File: src/rtl/counter_gen_pkg.sv
// Shared mode encodings and default parameters for the counter_gen block.
package counter_gen_pkg;

  typedef enum logic [1:0] {
    MODE_UP_STEP = 2'b00,
    MODE_DOWN    = 2'b01,
    MODE_UP1     = 2'b10,
    MODE_LOAD    = 2'b11
  } mode_e;

  localparam int DEF_WIDTH = 4;
  localparam int DEF_STEP  = 3;
  localparam int DEF_CNT_W = 8;

endpackage : counter_gen_pkg

File: src/rtl/counter_gen_next.sv
// Combinational next-value and event calculator for counter_gen.
// Holds no state; the top registers everything it produces.
module counter_gen_next
  import counter_gen_pkg::*;
#(
  parameter int WIDTH = DEF_WIDTH,
  parameter int STEP  = DEF_STEP
) (
  input  logic [WIDTH-1:0] Q,
  input  logic [1:0]       mode,
  input  logic             sat,
  input  logic [WIDTH-1:0] D,
  input  logic             enable,
  output logic [WIDTH-1:0] q_next,
  output logic             ev_rco,
  output logic             ev_load
);

  localparam logic [WIDTH:0]   STEP_EXT = (WIDTH+1)'(STEP);
  localparam logic [WIDTH:0]   ONE_EXT  = (WIDTH+1)'(1);
  localparam logic [WIDTH-1:0] ALL_ONES = '1;
  localparam logic [WIDTH-1:0] ZERO     = '0;

  logic [WIDTH:0] sum_step;
  logic [WIDTH:0] sum_one;

  // Up sums are formed one bit wider so the carry marks an overflow.
  always_comb begin
    sum_step = {1'b0, Q} + STEP_EXT;
    sum_one  = {1'b0, Q} + ONE_EXT;
  end

  // Select the next value and raise the event flags; disabled means hold.
  always_comb begin
    q_next  = Q;
    ev_rco  = 1'b0;
    ev_load = 1'b0;
    if (enable) begin
      case (mode_e'(mode))
        MODE_UP_STEP: begin
          ev_rco = sum_step[WIDTH];
          q_next = (sat && sum_step[WIDTH]) ? ALL_ONES : sum_step[WIDTH-1:0];
        end
        MODE_UP1: begin
          ev_rco = sum_one[WIDTH];
          q_next = (sat && sum_one[WIDTH]) ? ALL_ONES : sum_one[WIDTH-1:0];
        end
        MODE_DOWN: begin
          ev_rco = (Q == ZERO);
          q_next = (sat && (Q == ZERO)) ? ZERO : (Q - 1'b1);
        end
        MODE_LOAD: begin
          // A load is never an overflow, whatever D holds.
          q_next  = D;
          ev_load = 1'b1;
        end
        default: begin
          q_next = Q;
        end
      endcase
    end
  end

endmodule : counter_gen_next

File: src/rtl/counter_gen.sv
// WIDTH-bit up/down/load counter with wrap or saturate, registered
// rco/load pulses and a saturating rollover tally. All outputs are flops.
module counter_gen
  import counter_gen_pkg::*;
#(
  parameter int WIDTH = DEF_WIDTH,
  parameter int STEP  = DEF_STEP,
  parameter int CNT_W = DEF_CNT_W
) (
  input  logic             clk,
  input  logic             reset,
  input  logic             enable,
  input  logic [1:0]       mode,
  input  logic             sat,
  input  logic [WIDTH-1:0] D,
  input  logic             clr_tally,
  output logic [WIDTH-1:0] Q,
  output logic             rco,
  output logic             load,
  output logic [CNT_W-1:0] tally
);

  localparam logic [CNT_W-1:0] TALLY_MAX = '1;

  logic [WIDTH-1:0] q_next;
  logic             ev_rco;
  logic             ev_load;

  counter_gen_next #(
    .WIDTH (WIDTH),
    .STEP  (STEP)
  ) u_next (
    .Q       (Q),
    .mode    (mode),
    .sat     (sat),
    .D       (D),
    .enable  (enable),
    .q_next  (q_next),
    .ev_rco  (ev_rco),
    .ev_load (ev_load)
  );

  // Counter value and one-cycle event pulses.
  always_ff @(posedge clk or negedge reset) begin
    if (!reset) begin
      Q    <= '0;
      rco  <= 1'b0;
      load <= 1'b0;
    end else begin
      Q    <= q_next;
      rco  <= ev_rco;
      load <= ev_load;
    end
  end

  // Rollover tally: clear wins over a same-cycle increment; sticks at max.
  always_ff @(posedge clk or negedge reset) begin
    if (!reset) begin
      tally <= '0;
    end else if (clr_tally) begin
      tally <= '0;
    end else if (ev_rco && (tally != TALLY_MAX)) begin
      tally <= tally + 1'b1;
    end
  end

endmodule : counter_gen
File: config.mk
export PLATFORM = sky130hd
export DESIGN_NAME = counter_gen
export DESIGN_NICKNAME = d
export VERILOG_FILES = /design/src/rtl/counter_gen_pkg.sv /design/src/rtl/counter_gen_next.sv /design/src/rtl/counter_gen.sv
export SDC_FILE = /design/constraint.sdc
export NUM_CORES = 1
export LEC_CHECK = 0
export CAP_MARGIN = 20
export CORE_AREA = 2 2 48 50
export CTS_CLUSTER_DIAMETER = 120
export DETAILED_ROUTE_END_ITERATION = 7
export DIE_AREA = 0 0 50 52
export GPL_TIMING_DRIVEN = 0
export PLACE_DENSITY = 0.79
export SETUP_SLACK_MARGIN = 0.02
export SYNTH_ARGS = -nofsm -noshare
export SYNTH_HDL_FRONTEND = slang
export SYNTH_SLANG_ARGS = --single-unit
export TNS_END_PERCENT = 20
File: constraint.sdc
create_clock -name clk -period 5.32 [get_ports clk]
set_input_delay 1.064 -clock clk [delete_from_list [all_inputs] [get_ports clk]]
set_output_delay 1.064 -clock clk [all_outputs]
set_load 0.01 [all_outputs]
=== Word level (Yosys, flattened, before mapping) ===
Index checks and enable logic that the tools add are counted.

* Bits in registers: 14
* Bits in latches: 0
* RAM bits: 0
* ROM bits: 0
* Logic and storage cells: 29
* Memories: 0

* Add/sub/neg operators: 4
* $mul: 0
* Divide/modulo/power cells: 0
* Magnitude comparators: 0
* Equal/unequal tests: 4
* Shift operators: 0
* Multiplexer cells: 10
* Bitwise operators: 0
* Reduce and logical (&&, ||, !) cells: 7

{| class="wikitable"
|+ Operator list
! cell !! count
|-
| 2-to-1 mux 8 bit || 2
|-
| one-hot mux 4 bit (4 select lines) || 1
|-
| 2-to-1 mux 4 bit || 3
|-
| adder 8 x 1 -> 8 bit (second input constant) || 1
|-
| != test 8 bit (second input constant) || 1
|-
| adder 4 x 1 -> 5 bit (second input constant) || 1
|-
| adder 4 x 2 -> 5 bit (second input constant) || 1
|-
| equality test 2 bit (second input constant) || 2
|-
| logical AND 1 bit || 4
|-
| logical NOT 4 bit || 1
|-
| subtractor 4 x 1 -> 4 bit (second input constant) || 1
|-
| 2-to-1 mux 1 bit || 3
|-
| one-hot mux 1 bit (3 select lines) || 1
|-
| equality test 2 x 1 -> 1 bit (second input constant) || 1
|-
| logical NOT 2 bit || 1
|-
| nonzero test 2 bit || 1
|}

=== Longest topological paths before layout ===
Gate-level depths: netlist of the first run.

* Depth in word-level cells: 6
* Mapped depth: 8

=== Hierarchy ===
A second synthesis of the first run with hierarchy kept.

* Cells, all modules: 120
* Area, all modules: 1,121.1 um^2

{| class="wikitable"
|+ Modules (own cells, without submodules)
! module !! instances !! cells an instance !! area an instance (um^2) !! seq. area each (um^2)
|-
| counter_gen || 1 || 52 || 650.6 || 350.3
|-
| counter_gen_next || 1 || 68 || 470.5 || 0.0
|}

=== Least setup slack after synthesis of the first run ===
No wires, ideal clock.

* Path type: input -> register
* Start point: input port mode[1]
* End point: register tally[7]
* Library setup time: 0.077 ns
* Arrival: 2.352 ns
* Slack: 2.891 ns
* Stages on the path: 5
* Path buffers: 1
* Cells stage by stage: or3_1 a21bo_1 buf_6 or4_1 a21oi_1

* Cells in the longest elaborated chain, start to end: 5
* Elaborated cells on any way between the ends: 7
* Those cells by class: eq/ne: 2; mux: 2; reduce/logical: 3

{| class="wikitable"
|+ Ends and longest elaborated chain
! what !! line !! text
|-
| from (decl) || counter_gen.sv:13 || <nowiki>input logic [1:0] mode,</nowiki>
|-
| equality test 2 x 1 -> 1 bit, or another cell as far along || counter_gen_next.sv:39 || <nowiki>case (mode_e'(mode))</nowiki>
|-
| one-hot mux 1 bit (3 select lines) * || counter_gen_next.sv:39 ||
|-
| 2-to-1 mux 1 bit * || counter_gen_next.sv:38 || <nowiki>if (enable) begin</nowiki>
|-
| logical AND 1 bit * || counter_gen.sv:62 || <nowiki>end else if (ev_rco && (tally != TALLY_MAX)) begin</nowiki>
|-
| nonzero test 2 bit (no source line) * || - ||
|-
| to (signal assigned) || counter_gen.sv:63 || <nowiki>tally <= tally + 1'b1;</nowiki>
|-
| to (decl) || counter_gen.sv:20 || <nowiki>output logic [CNT_W-1:0] tally</nowiki>
|}

Every way passes the cells marked *; elsewhere a longest branch is shown, timed or not.
A chain may end at the register's enable or synchronous reset.

=== Worst setup path in the final report of the first run ===
* Start point: input port enable
* End point: register tally[7]

* Cells in the longest elaborated chain, start to end: 3

{| class="wikitable"
|+ Ends and longest elaborated chain
! what !! line !! text
|-
| from (decl) || counter_gen.sv:12 || <nowiki>input logic enable,</nowiki>
|-
| 2-to-1 mux 1 bit || counter_gen_next.sv:38 ||
|-
| logical AND 1 bit || counter_gen.sv:62 ||
|-
| nonzero test 2 bit (no source line) || - ||
|}

Every way passes these cells.

==> results of run 1 <==
==> power groups by stage <==
stage	Combinational [mW]	Sequential, mW	Clock, mW
CTS	0.129	0.131	0.0781
detailed placement	0.129	0.133	0
global placement	0.125	0.133	0
floorplan	0.0783	0.135	0
finish	0.131	0.132	0.0760
global route	0.143	0.133	0.0868
==> kinds of logic (layout without fill, tap and decap cells) <==
| kind of cell | after synthesis | count (layout) | share of synthesized area (%) |
|---|---|---|---|
| multiplexers | 2 | 2 | 2.10 |
| XOR/XNOR | 2 | 2 | 1.73 |
| buffers and inverters | 10 | 37 | 5.57 |
| flip-flops | 14 | 14 | 34.7 |
| AO/OA/AOI/OAI | 36 | 36 | 22.2 |
| AND/OR/NAND/NOR | 55 | 55 | 28.8 |
| adder cells (fa/ha/maj) | 4 | 4 | 4.95 |
==> metrics by stage <==
stage / setup slack (ns) / power, mW
2_1_floorplan: 2.89 / 0.213
3_3_place_gp: 2.35 / 0.258
3_5_place_dp: 2.30 / 0.262
4_1_cts: 2.59 / 0.339
5_1_grt: 2.47 / 0.363
6_report: 2.60 / 0.339
==> registers in the layout (all words and copies together) (netlist names) <==
| name | cells |
|---|---|
| tally | 8 |
| Q | 4 |
| load | 1 |
| rco | 1 |
==> metal layers <==
metal,share of wire [%],GRT usage [%]
met5,0,0
met4,1.2,9.26
met3,6.1,3.74
met2,48,31.1
met1,45,24.1
==> layout by cell type, fill, tap and decap left out, drive strengths merged, types with 2 or more instances in the layout <==
| cell | netlist | final |
|---|---|---|
| clkdlybuf4s50 | 0 | 23 |
| dfrtp | 14 | 14 |
| nand2 | 13 | 13 |
| o21ai | 12 | 12 |
| nor2 | 10 | 10 |
| a21oi | 10 | 10 |
| clkbuf | 4 | 8 |
| nand3 | 6 | 6 |
| nor3 | 4 | 4 |
| ha | 4 | 4 |
| and3 | 4 | 4 |
| or3 | 4 | 4 |
| inv | 3 | 3 |
| nor2b | 3 | 3 |
| buf | 3 | 3 |
| a31oi | 2 | 2 |
| a22oi | 2 | 2 |
| nand2b | 2 | 2 |
| nand4 | 2 | 2 |
| o31ai | 2 | 2 |
==> critical path, stage by stage <==
cell and delay, ns:
clkdlybuf4s50_1 0.49, nand2_1 0.08, or3_1 0.33, a21bo_1 0.21, buf_6 0.13, or4_1 0.46, a21oi_1 0.16
==> how the worst max path moves through the flow <==
stage	end	from	slack (ns)
floorplan	tally[7]$_DFFE_PN0P_	mode[1]	2.89
global placement	tally[7]$_DFFE_PN0P_	mode[0]	2.35
detailed placement	tally[7]$_DFFE_PN0P_	enable	2.30
CTS	tally[7]$_DFFE_PN0P_	enable	2.59
global route	Q[2]$_DFFE_PN0P_	mode[1]	2.47
finish	tally[7]$_DFFE_PN0P_	enable	2.60
==> final cells by class <==
type                       instances  area [um^2]
timing repair buffer              23          230
multi-input combinational         99          604
inverter                           3         11.3
sequential                        14          350
fill                             179          793
tap                               28         35.0
buffer                             7         45.0
clock buffer                       4         36.3
==> impl_metrics.yaml, run 1 <==
finish:
  stdcell_count: 178
  antennaDiodeCount: 0
  fin_nets: 166
  drive_gt1_share_pct: 10.0
  design_area_mm2: 0.00131
  syn_to_final_growth_pct: 29.8
  final_core_util_pct: 62.3
global_route:
  grt_pass1_vias: 890
  grt_usage_pct: 19.1
  grt_pass1_wl_um: 3800
  antenna_found_initial: 0
  grt_overflow: 0
  grt_max_degree: 15
worst_setup_path:
  crit_required_ns: 5.53
  cp_data_arrival_time_ns: 2.93
  critPathCaptureType: "flop"
  crit_path_max_fanout: 10
  timing_worst_setup_path_type: "input pin to flop"
  cp-start-kind: "input pin"
  reg2reg_depth: 8
  rr_startpoint: "Q[0]$_DFFE_PN0P_"
  worstReg2RegEnd: "tally[7]$_DFFE_PN0P_"
  reg2reg_slack_ns: 2.82
die:
  rows: 17
  io_pins: 25
  dieArea_mm2: 0.00260
  coreArea_mm2: 0.00211
  die_w_um: 50
  initial_core_util_pct: 48.0
  die_h_um: 52
logic_synthesis:
  ys_seq_elements: 14
  syn_area_mm2: 0.00101
  synth-edff-count: 0
  synth.distinct_cells: 41
  yosys.area.top_type: "dfrtp_1"
  synth_flop_cell: "dfrtp_1"
  synthMostInstantiatedCell: "dfrtp_1"
  yosysSeqAreaShare_pct: 34.7
  avgSynthCellArea_um2: 8.22
  synth_fp_nets: 138
  synthTopCellsByArea: "dfrtp_1, o21ai_0, a21oi_1, ha_1, nand2_1"
  synth_top_area_share_pct: 34.7
  ys_async_sr_fraction_pct: 100
  syn-instance-count: 123
  netlist_top_cells_count: "dfrtp_1, nand2_1, o21ai_0"
  synth_warnings: 0
power_and_ir_drop:
  power_frac_comb_pct: 38.7
  p_int_mw: 0.221
  seqPwrFrac_pct: 38.9
  switching_share_pct: 34.7
  p_switching_mw: 0.117
  ir_worst_vdd_v: 0.000150
  p_leak_nw: 0.554
  power_density_mw_per_mm2: 258
  clkPwrFrac_pct: 22.5
detailed_routing:
  route.detailed.drc: 0
  routed_via_density: 5.76
  routedWlPerCell_um: 13.0
  drt-initial-drc-count: 30
  wirelength_um: 2310
  routed-via-count: 1026
  antenna_left: 0
  first_pass_iters: 4
clock_network:
  cts_tree: "yes"
  h-tree-depth: 1
  clockRootBuffer: "clkbuf_4"
  cts_sinks: 14
  post-cts-setup-buffers: 0
  cts_buffer_depth: 2
  clkLatencyLatePin_ns: 0.28
  cts_resized: 0
  clkTransAtPathRegs_ns: 0.08
  postCtsHoldBufs: 0
  cts_buffers: 3
timing:
  skew_ns: 0.00400
  rsz0062_at_grt: "no"
  whs_ns: 0.591
  worstMarginPinSlew_ns: 0.617
  timing.final.crit_share_pct: 51.1
  max_slew_margin_pct: 58.8
  finalHoldViolations: 0
  final.min_clock_period_ns: 2.72
  setup-tns-final_ns: 0
  fmax_mhz: 368
  maxSlewViolCount: 0
  finalSetupViolCount: 0
hold_path:
  hp-start: "tally[1]$_DFFE_PN0P_"
  hold_class: "flop to flop"
  holdPathStages: 2
  hold_end: "tally[1]$_DFFE_PN0P_"
place:
  place.gp.congestion: 0.912
  io_buffers: 23
  dp.cells: 174
  hpwl_um: 1700
  placed_area_mm2: 0.00128
run:
  drv_cap: 0
outcome:
  outcome: "finished clean"
No activity file was read; power rests on OpenSTA's default activity.
==> run 2, diff against run 1 <==
--- a/config.mk
+++ b/config.mk
@@ -6,12 +6,12 @@
 export NUM_CORES = 1
 export LEC_CHECK = 0
 export CAP_MARGIN = 20
-export CORE_AREA = 2 2 48 50
+export CORE_AREA = 2 2 49 51
 export CTS_CLUSTER_DIAMETER = 120
 export DETAILED_ROUTE_END_ITERATION = 7
-export DIE_AREA = 0 0 50 52
+export DIE_AREA = 0 0 51 53
 export GPL_TIMING_DRIVEN = 0
-export PLACE_DENSITY = 0.79
+export PLACE_DENSITY = 0.76
 export SETUP_SLACK_MARGIN = 0.02
 export SYNTH_ARGS = -nofsm -noshare
 export SYNTH_HDL_FRONTEND = slang
==> constraint.sdc (replaced) <==
create_clock -name clk -period 2.7 [get_ports clk]
set_input_delay 0.54 -clock clk [delete_from_list [all_inputs] [get_ports clk]]
set_output_delay 0.54 -clock clk [all_outputs]
set_load 0.01 [all_outputs]
==> impl_metrics.yaml, run 2 (synthesized netlist as in run 1, its figures left out) <==
detailed_routing:
  antenna_left: 0
  drt-initial-drc-count: 18
  route.detailed.drc: 0
  routed-via-count: 1035
  routedWlPerCell_um: 14.2
  routed_via_density: 5.81
  first_pass_iters: 5
  wirelength_um: 2530
place:
  pre_cts_ws_ns: 0.191
  io_buffers: 23
  place.gp.congestion: 0.846
  hpwl_um: 1930
  placed_area_mm2: 0.00128
  dp.cells: 174
global_route:
  grt_pass1_vias: 905
  grt_usage_pct: 20.3
  antenna_found_initial: 0
  grt_overflow: 0
  grt_pass1_wl_um: 4080
  grt_max_degree: 15
timing:
  maxSlewViolCount: 0
  skew_ns: 0.00184
  finalSetupViolCount: 0
  setup_slack_ns: 0.166
  max_slew_margin_pct: 58.4
  fmax_mhz: 395
  finalHoldViolations: 0
  rsz0062_at_grt: "no"
  worstMarginPinSlew_ns: 0.623
  timing.final.crit_share_pct: 93.9
  final.min_clock_period_ns: 2.53
  setup-tns-final_ns: 0
power_and_ir_drop:
  power_density_mw_per_mm2: 508
  switching_share_pct: 34.7
  p_leak_nw: 0.554
  ir_worst_vdd_v: 0.000372
  p_int_mw: 0.435
  p_switching_mw: 0.232
  clkPwrFrac_pct: 22.3
  seqPwrFrac_pct: 39.0
  power_frac_comb_pct: 38.7
finish:
  final_common_cell: "clkdlybuf4s50_1"
  antennaDiodeCount: 0
  fin_nets: 166
  largest_reg_flops: 8
  mostFrequentLayoutCells: "clkdlybuf4s50_1, dfrtp_1, nand2_1, o21ai_0"
  drive_gt1_share_pct: 10.0
  syn_to_final_growth_pct: 29.8
  design_area_mm2: 0.00131
  final_core_util_pct: 61.1
  reg_top3: "tally (8), Q (4)"
  largest_register: "tally"
  stdcell_count: 178
hold_path:
  hp-start: "clr_tally"
  hold_class: "input pin to flop"
die:
  rows: 17
  die_h_um: 53
  coreArea_mm2: 0.00215
  initial_core_util_pct: 47.1
  die_w_um: 51
  dieArea_mm2: 0.00270
  io_pins: 25
clock_network:
  clockRootBuffer: "clkbuf_4"
  cts_buffers: 3
  clkTransAtPathRegs_ns: 0.08
  post-cts-setup-buffers: 0
  h-tree-depth: 1
  cts_resized: 0
  cts_buffer_depth: 2
  cts_sinks: 14
  cts_tree: "yes"
  clkLatencyLatePin_ns: 0.28
  postCtsHoldBufs: 0
worst_setup_path:
  rr_startpoint: "Q[0]$_DFFE_PN0P_"
  cp_data_arrival_time_ns: 2.74
  critPathCaptureType: "flop"
  cp-start-kind: "flop"
  crit_path_max_fanout: 10
  critPathLaunch: "Q[0]$_DFFE_PN0P_"
  crit_required_ns: 2.91
  timing_worst_setup_path_type: "flop to flop"
run:
  drv_cap: 0
outcome:
  outcome: "finished clean"
-- run 2: cell counts in the layout (fill, tap and decap cells not counted) --
Identical to the previous run, type by type.
-- run 2: path summary, 6_finish.rpt --
kind,end,slack (ns),cells after the start
min,tally[3]$_DFFE_PN0P_,0.49,2
max in group asynchronous,load$_DFF_PN0_,1.66,1
min reg2reg,tally[1]$_DFFE_PN0P_,0.60,2
min in group asynchronous,tally[0]$_DFFE_PN0P_,0.65,1
max,tally[7]$_DFFE_PN0P_,0.17,8
max reg2reg,tally[7]$_DFFE_PN0P_,0.17,8
-- run 2: worst max-delay path, cell delays in order, from the launching register on --
cell and delay [ns]:
dfrtp_1 0.49, inv_1 0.13, ha_1 0.14, or3b_1 0.35, or3_1 0.38, a21bo_1 0.21, buf_6 0.13, or4_1 0.46
a21oi_1 0.15
-- run 2: power by group through the flow --
stage	clock network, mW	logic (mW)	registers (mW)
2_1_floorplan	0	0.154	0.266
3_3_place_gp	0	0.247	0.262
3_5_place_dp	0	0.256	0.264
4_1_cts	0.156	0.257	0.260
5_1_grt	0.164	0.285	0.264
6_report	0.149	0.258	0.260
-- run 2: area by class of cell --
cell class	count	area [um^2]
multi-input combinational	99	604
clock buffer	4	36.3
sequential	14	350
inverter	3	11.3
tap	28	35.0
timing repair buffer	23	230
fill	192	836
buffer	7	45.0
-- run 2: routing by layer --
layer  vias to the layer above  global-route usage [%]  routed length [um]
met5                         -                       0                   0
met1                       498                    25.5                1140
met4                         0                    5.41                  29
met3                         4                    4.24                  82
met2                        26                    35.1                1270
li1                        507                       -                   -
-- run 2: through the flow --
| stage | hold slack, ns | power, mW |
|---|---|---|
| 2_1_floorplan | 0.244 | 0.420 |
| 4_1_cts | 0.471 | 0.673 |
| 5_1_grt | 0.473 | 0.713 |
| 3_5_place_dp | 0.585 | 0.520 |
| 3_3_place_gp | 0.571 | 0.509 |
| 6_report | 0.486 | 0.667 |
==> RTL edit 1 (settings of run 2) <==
Remove the register `rco`: a continuous assignment takes its place, so the output `rco` follows one clock earlier.
--- a/src/rtl/counter_gen.sv
+++ b/src/rtl/counter_gen.sv
@@ -44,14 +44,14 @@
   always_ff @(posedge clk or negedge reset) begin
     if (!reset) begin
       Q    <= '0;
-      rco  <= 1'b0;
       load <= 1'b0;
     end else begin
       Q    <= q_next;
-      rco  <= ev_rco;
       load <= ev_load;
     end
   end
+
+  assign rco = ev_rco;
 
   // Rollover tally: clear wins over a same-cycle increment; sticks at max.
   always_ff @(posedge clk or negedge reset) begin
Function: changed (a bounded check fails within 4 cycles, from zero or initial values and one cycle with reset low).
==> RTL edit 1 against run 2 <==
Final area increased by 0.57%. Clock power decreased by 21%. Synthesized area increased by 0.87%. Sequential cell count decreased by 1. Sequential share of layout area decreased by 1.9 points. Setup slack improved by 0.20 ns. Combinational power increased by 47%. Wire length decreased by 9.3%. Maximum frequency increased by 8.4%. Total power increased by 14%. Synthesized cell count unchanged.
==> RTL edit 1: results (changes against run 2) <==
[final_layout]
diodes=0  ; unchanged
layout-drive-gt1-share=0.133  ; +0.0333
largestRegisters=tally: 8 flops, Q: 4 flops, load: 1 flops

[worst_setup_path]
worstPathArrival_ns=1.80  ; -0.94 ns
crit_fanout=4  ; -6

[cts]
numCtsBuffers=3  ; unchanged
root_buffer=clkbuf_4
htreeDepth=1  ; unchanged

[synthesis]
syn_nets=138  ; unchanged
synth-seq-area-share=0.319  ; -0.0275
synth.avg_cell_area_um2=8.29  ; +0.87%
synthTopCellsByArea=dfrtp_1 32%, nand2_1 6.6%, a21oi_1 5.9%
synth_cell_types=42  ; +2.4%
netlist_top_cells_count=18 x nand2_1, 13 x dfrtp_1, 12 x a21oi_1, 9 x o21ai_0, 8 x nor2_1
dominantRegCellSynth=dfrtp_1
async_flop_share=1.00  ; unchanged

[detailed_routing]
routed_wl_um=2300  ; -9.3%
routedWlPerCell_um=12.9  ; -9.3%
vias=1008  ; -2.6%
first_pass_iters=4  ; -1
drt-initial-drc-count=22  ; +4

[outcome]
status=completed

[timing]
worst-slew-pin-transition_ns=0.665  ; +0.0425 ns
fin_skew_ns=0.00802  ; +0.00619 ns
final.setup.worst_slack_ns=0.362  ; +0.196 ns

[global_routing]
grt_use_total=0.201  ; -0.00170
first_global_vias=937  ; +3.5%
grt_start_max_net_pins=14  ; -1

[pwr]
p_leak_uw=0.000553  ; -0.21%
peakVddDrop_mv=0.349  ; -6.3%
power_density_mw_per_mm2=574  ; +13%

[placed_design]
post-place-ws_ns=0.0318  ; -0.159 ns
dp.cells=174  ; unchanged
place_congestion=0.858  ; +1.5%
dp.final_hpwl_um=1800  ; -6.8%

[worst_hold_path]
hold_class=flop to flop

[RTL edit 1: worst paths after layout]
path,from,to,slack (ns),depth (start not counted)
worst max register to register,Q[0],Q[1],0.70,6
min in group asynchronous,reset,tally[3],0.64,1
worst max-delay path,mode[0],rco,0.36,5
worst min-delay path,tally[4],tally[4],0.58,3
max in group asynchronous,reset,Q[1],1.62,1
worst min register to register,tally[4],tally[4],0.58,3
[RTL edit 1: repair_timing]
| item | 4_1_cts | 5_1_grt |
|---|---|---|
| endpoints found under the hold margin | 0 | 0 |
| resized for setup | 2 | 3 |
| cloned | 0 | 0 |
| setup endpoints to repair | 1 | 1 |
[RTL edit 1: report_power, final]
group	leakage [uW]	switching, uW	internal, uW
Sequential	0.000169	39.5	223
Combinational	0.000369	192	186
Clock	0.0000150	59.5	57.2
Total	0.000553	291	466
[RTL edit 1: routing by layer]
metal,track usage,up-vias,wire (um)
li1,-,499,-
met1,0.247,474,984
met2,0.342,33,1160
met3,0.0254,2,126
met4,0.108,0,20
met5,0,-,0
[RTL edit 1: stage by stage]
step	util	hold WS [ns]	area [um2]	power, uW
CTS	0.612	0.580	1310	762
global route	0.614	0.634	1320	819
detailed placement	0.598	0.569	1280	640
finish	0.614	0.580	1320	758
global placement	0.598	0.553	1280	625
floorplan	-	0.244	1020	507
[RTL edit 1: cell type report]
type / count / area share
clock buffers: 4 / 0.0199
well taps: 28 / 0.0265
flip-flops and latches: 13 / 0.248
plain buffers: 6 / 0.0332
repair buffers: 23 / 0.176
inverters: 6 / 0.0171
multi-input cells: 98 / 0.479
[RTL edit 1: kinds of logic after synthesis]
logic type,share of synthesized area
xor+xnor,0.0258
flops,0.319
buf+inv,0.0650
mux,0.0196
simple gates,0.250
fa+ha+maj,0.0491
compound gates,0.271
[RTL edit 1: worst max-delay path: stages]
cell and delay (ns):
clkdlybuf4s50_1 0.51, and4bb_2 0.26, o21ai_2 0.17, nand2_1 0.13, dlymetal6s2s_1 0.19
==> RTL edit 2 (settings of run 2) <==
Without the edit above. Set the package constant `DEF_CNT_W` to 12 (it was 8).
--- a/src/rtl/counter_gen_pkg.sv
+++ b/src/rtl/counter_gen_pkg.sv
@@ -10,7 +10,7 @@
 
   localparam int DEF_WIDTH = 4;
   localparam int DEF_STEP  = 3;
-  localparam int DEF_CNT_W = 8;
+  localparam int DEF_CNT_W = 12;
 
 endpackage : counter_gen_pkg
 
Ports: changed (resized tally); port bits go from 25 to 29. The function was not compared with the original's and may differ.
==> RTL edit 2 against run 2 <==
Wire length grew 16%. Total power rose by 35%. Final area grew 18%. Largest power group is now combinational cells. Cell count up 10%. Die area did not move. Sequential cell count is 4 higher. Combinational power grew 47%. Sequential share of layout area is 2.4 points higher. Count of clock-buffer cells in the layout is the same. Largest cell class unchanged. Critical endpoint unchanged. Setup slack gained 0.40 ns. Synthesized area rose by 18%.
==> RTL edit 2: results (changes against run 2) <==
[outcome]
status=completed

[worst_setup_path]
crit_family=buffers and inverters
worstPathArrival_ns=2.37  ; -0.37 ns
r2r-start=Q[0]
ff2ff_setup_slack_ns=0.57  ; +0.40 ns

[placed_design]
dp.cells=192  ; +10%
port-buffer-count=28  ; +22%
post-place-ws_ns=0.238  ; +0.0474 ns
dp.final_hpwl_um=2140  ; +11%
place_congestion=0.828  ; -2.1%

[pwr]
power_density_mw_per_mm2=580  ; +14%
peakVddDrop_mv=0.367  ; -1.5%
p_leak_uw=0.000651  ; +18%

[timing]
final.setup.worst_slack_ns=0.563  ; +0.397 ns
fin_skew_ns=0.00513  ; +0.00329 ns
relSlewSlack=0.432  ; -0.152
hold-worst-slack_ns=0.589  ; +0.103 ns

[cts]
clkTransAtPathRegs_ns=0.11  ; +0.03 ns
clk_latency_ns=0.31  ; +0.03 ns

[detailed_routing]
vias=1214  ; +17%
drt-initial-drc-count=44  ; +26
wl_met3_um=211  ; +160%
wl_met2_um=1370  ; +7.2%
first_pass_iters=4  ; -1
routedWlPerCell_um=15.0  ; +5.5%
met1_length_um=1310  ; +14%

[final_layout]
finalNetCount=184  ; +11%
fill_cells=173  ; -9.9%
nNonClkInverters=4  ; +1
signal_buffers=36  ; +20%
layout-drive-gt1-share=0.0714  ; -0.0286
clkbuf_count=4  ; unchanged
largestRegisters=tally: 12 flops, Q: 4 flops
fin_cells=196  ; +10%
seq_area_frac=0.291  ; +0.0239
num-multi-input-gates=106  ; +7.1%
buf_share=0.212  ; +0.00272
seq_cells=18  ; +4
clkCellAreaFrac=0.0234  ; -0.00422

[synthesis]
syn_nets=151  ; +9.4%
synth_cell_types=42  ; +2.4%
synth_top_area_frac=0.376  ; +0.0296
synth-seq-area-share=0.376  ; +0.0296
synthTopCellsByArea=dfrtp_1 38%, a21oi_1 4.2%, ha_1 4.2%
netlist_top_cells_count=18 x dfrtp_1, 12 x nand2_1, 10 x a21oi_1, 7 x nor2_1

[worst_hold_path]
hold_path.startpoint=tally[7]
worstHoldEndpoint=tally[7]

[global_routing]
grt_start_max_net_pins=19  ; +4
first_global_vias=1121  ; +24%
grt_use_total=0.245  ; +0.0420
grt_pass1_wl_um=5000  ; +23%
grt_use_met1=0.337  ; +0.0822
met3_usage=0.0367  ; -0.00565

RTL edit 2: cell count changes in the layout (fill, tap and decap cells not counted), moves of 4 or more:
cell / delta
dfrtp_1: +4
o21ai_1: +6
o21ai_0: -8
or4_1: +5
clkdlybuf4s50_1: +5
RTL edit 2: where the power goes:
group          internal, uW  total, uW  switching, uW  leakage [uW]
registers               299        343           44.3      0.000243
logic                   188        379            191      0.000388
clock network          82.4        176           94.0     0.0000210
total                   569        898            329      0.000651
RTL edit 2: cell families (layout without fill, tap and decap cells):
logic type | Yosys count | after routing | share of synthesized area
simple gates | 56 | 56 | 0.263
xor+xnor | 2 | 2 | 0.0146
fa+ha+maj | 4 | 4 | 0.0418
buf+inv | 12 | 44 | 0.0533
flops | 18 | 18 | 0.376
mux | 3 | 3 | 0.0272
compound gates | 41 | 41 | 0.224
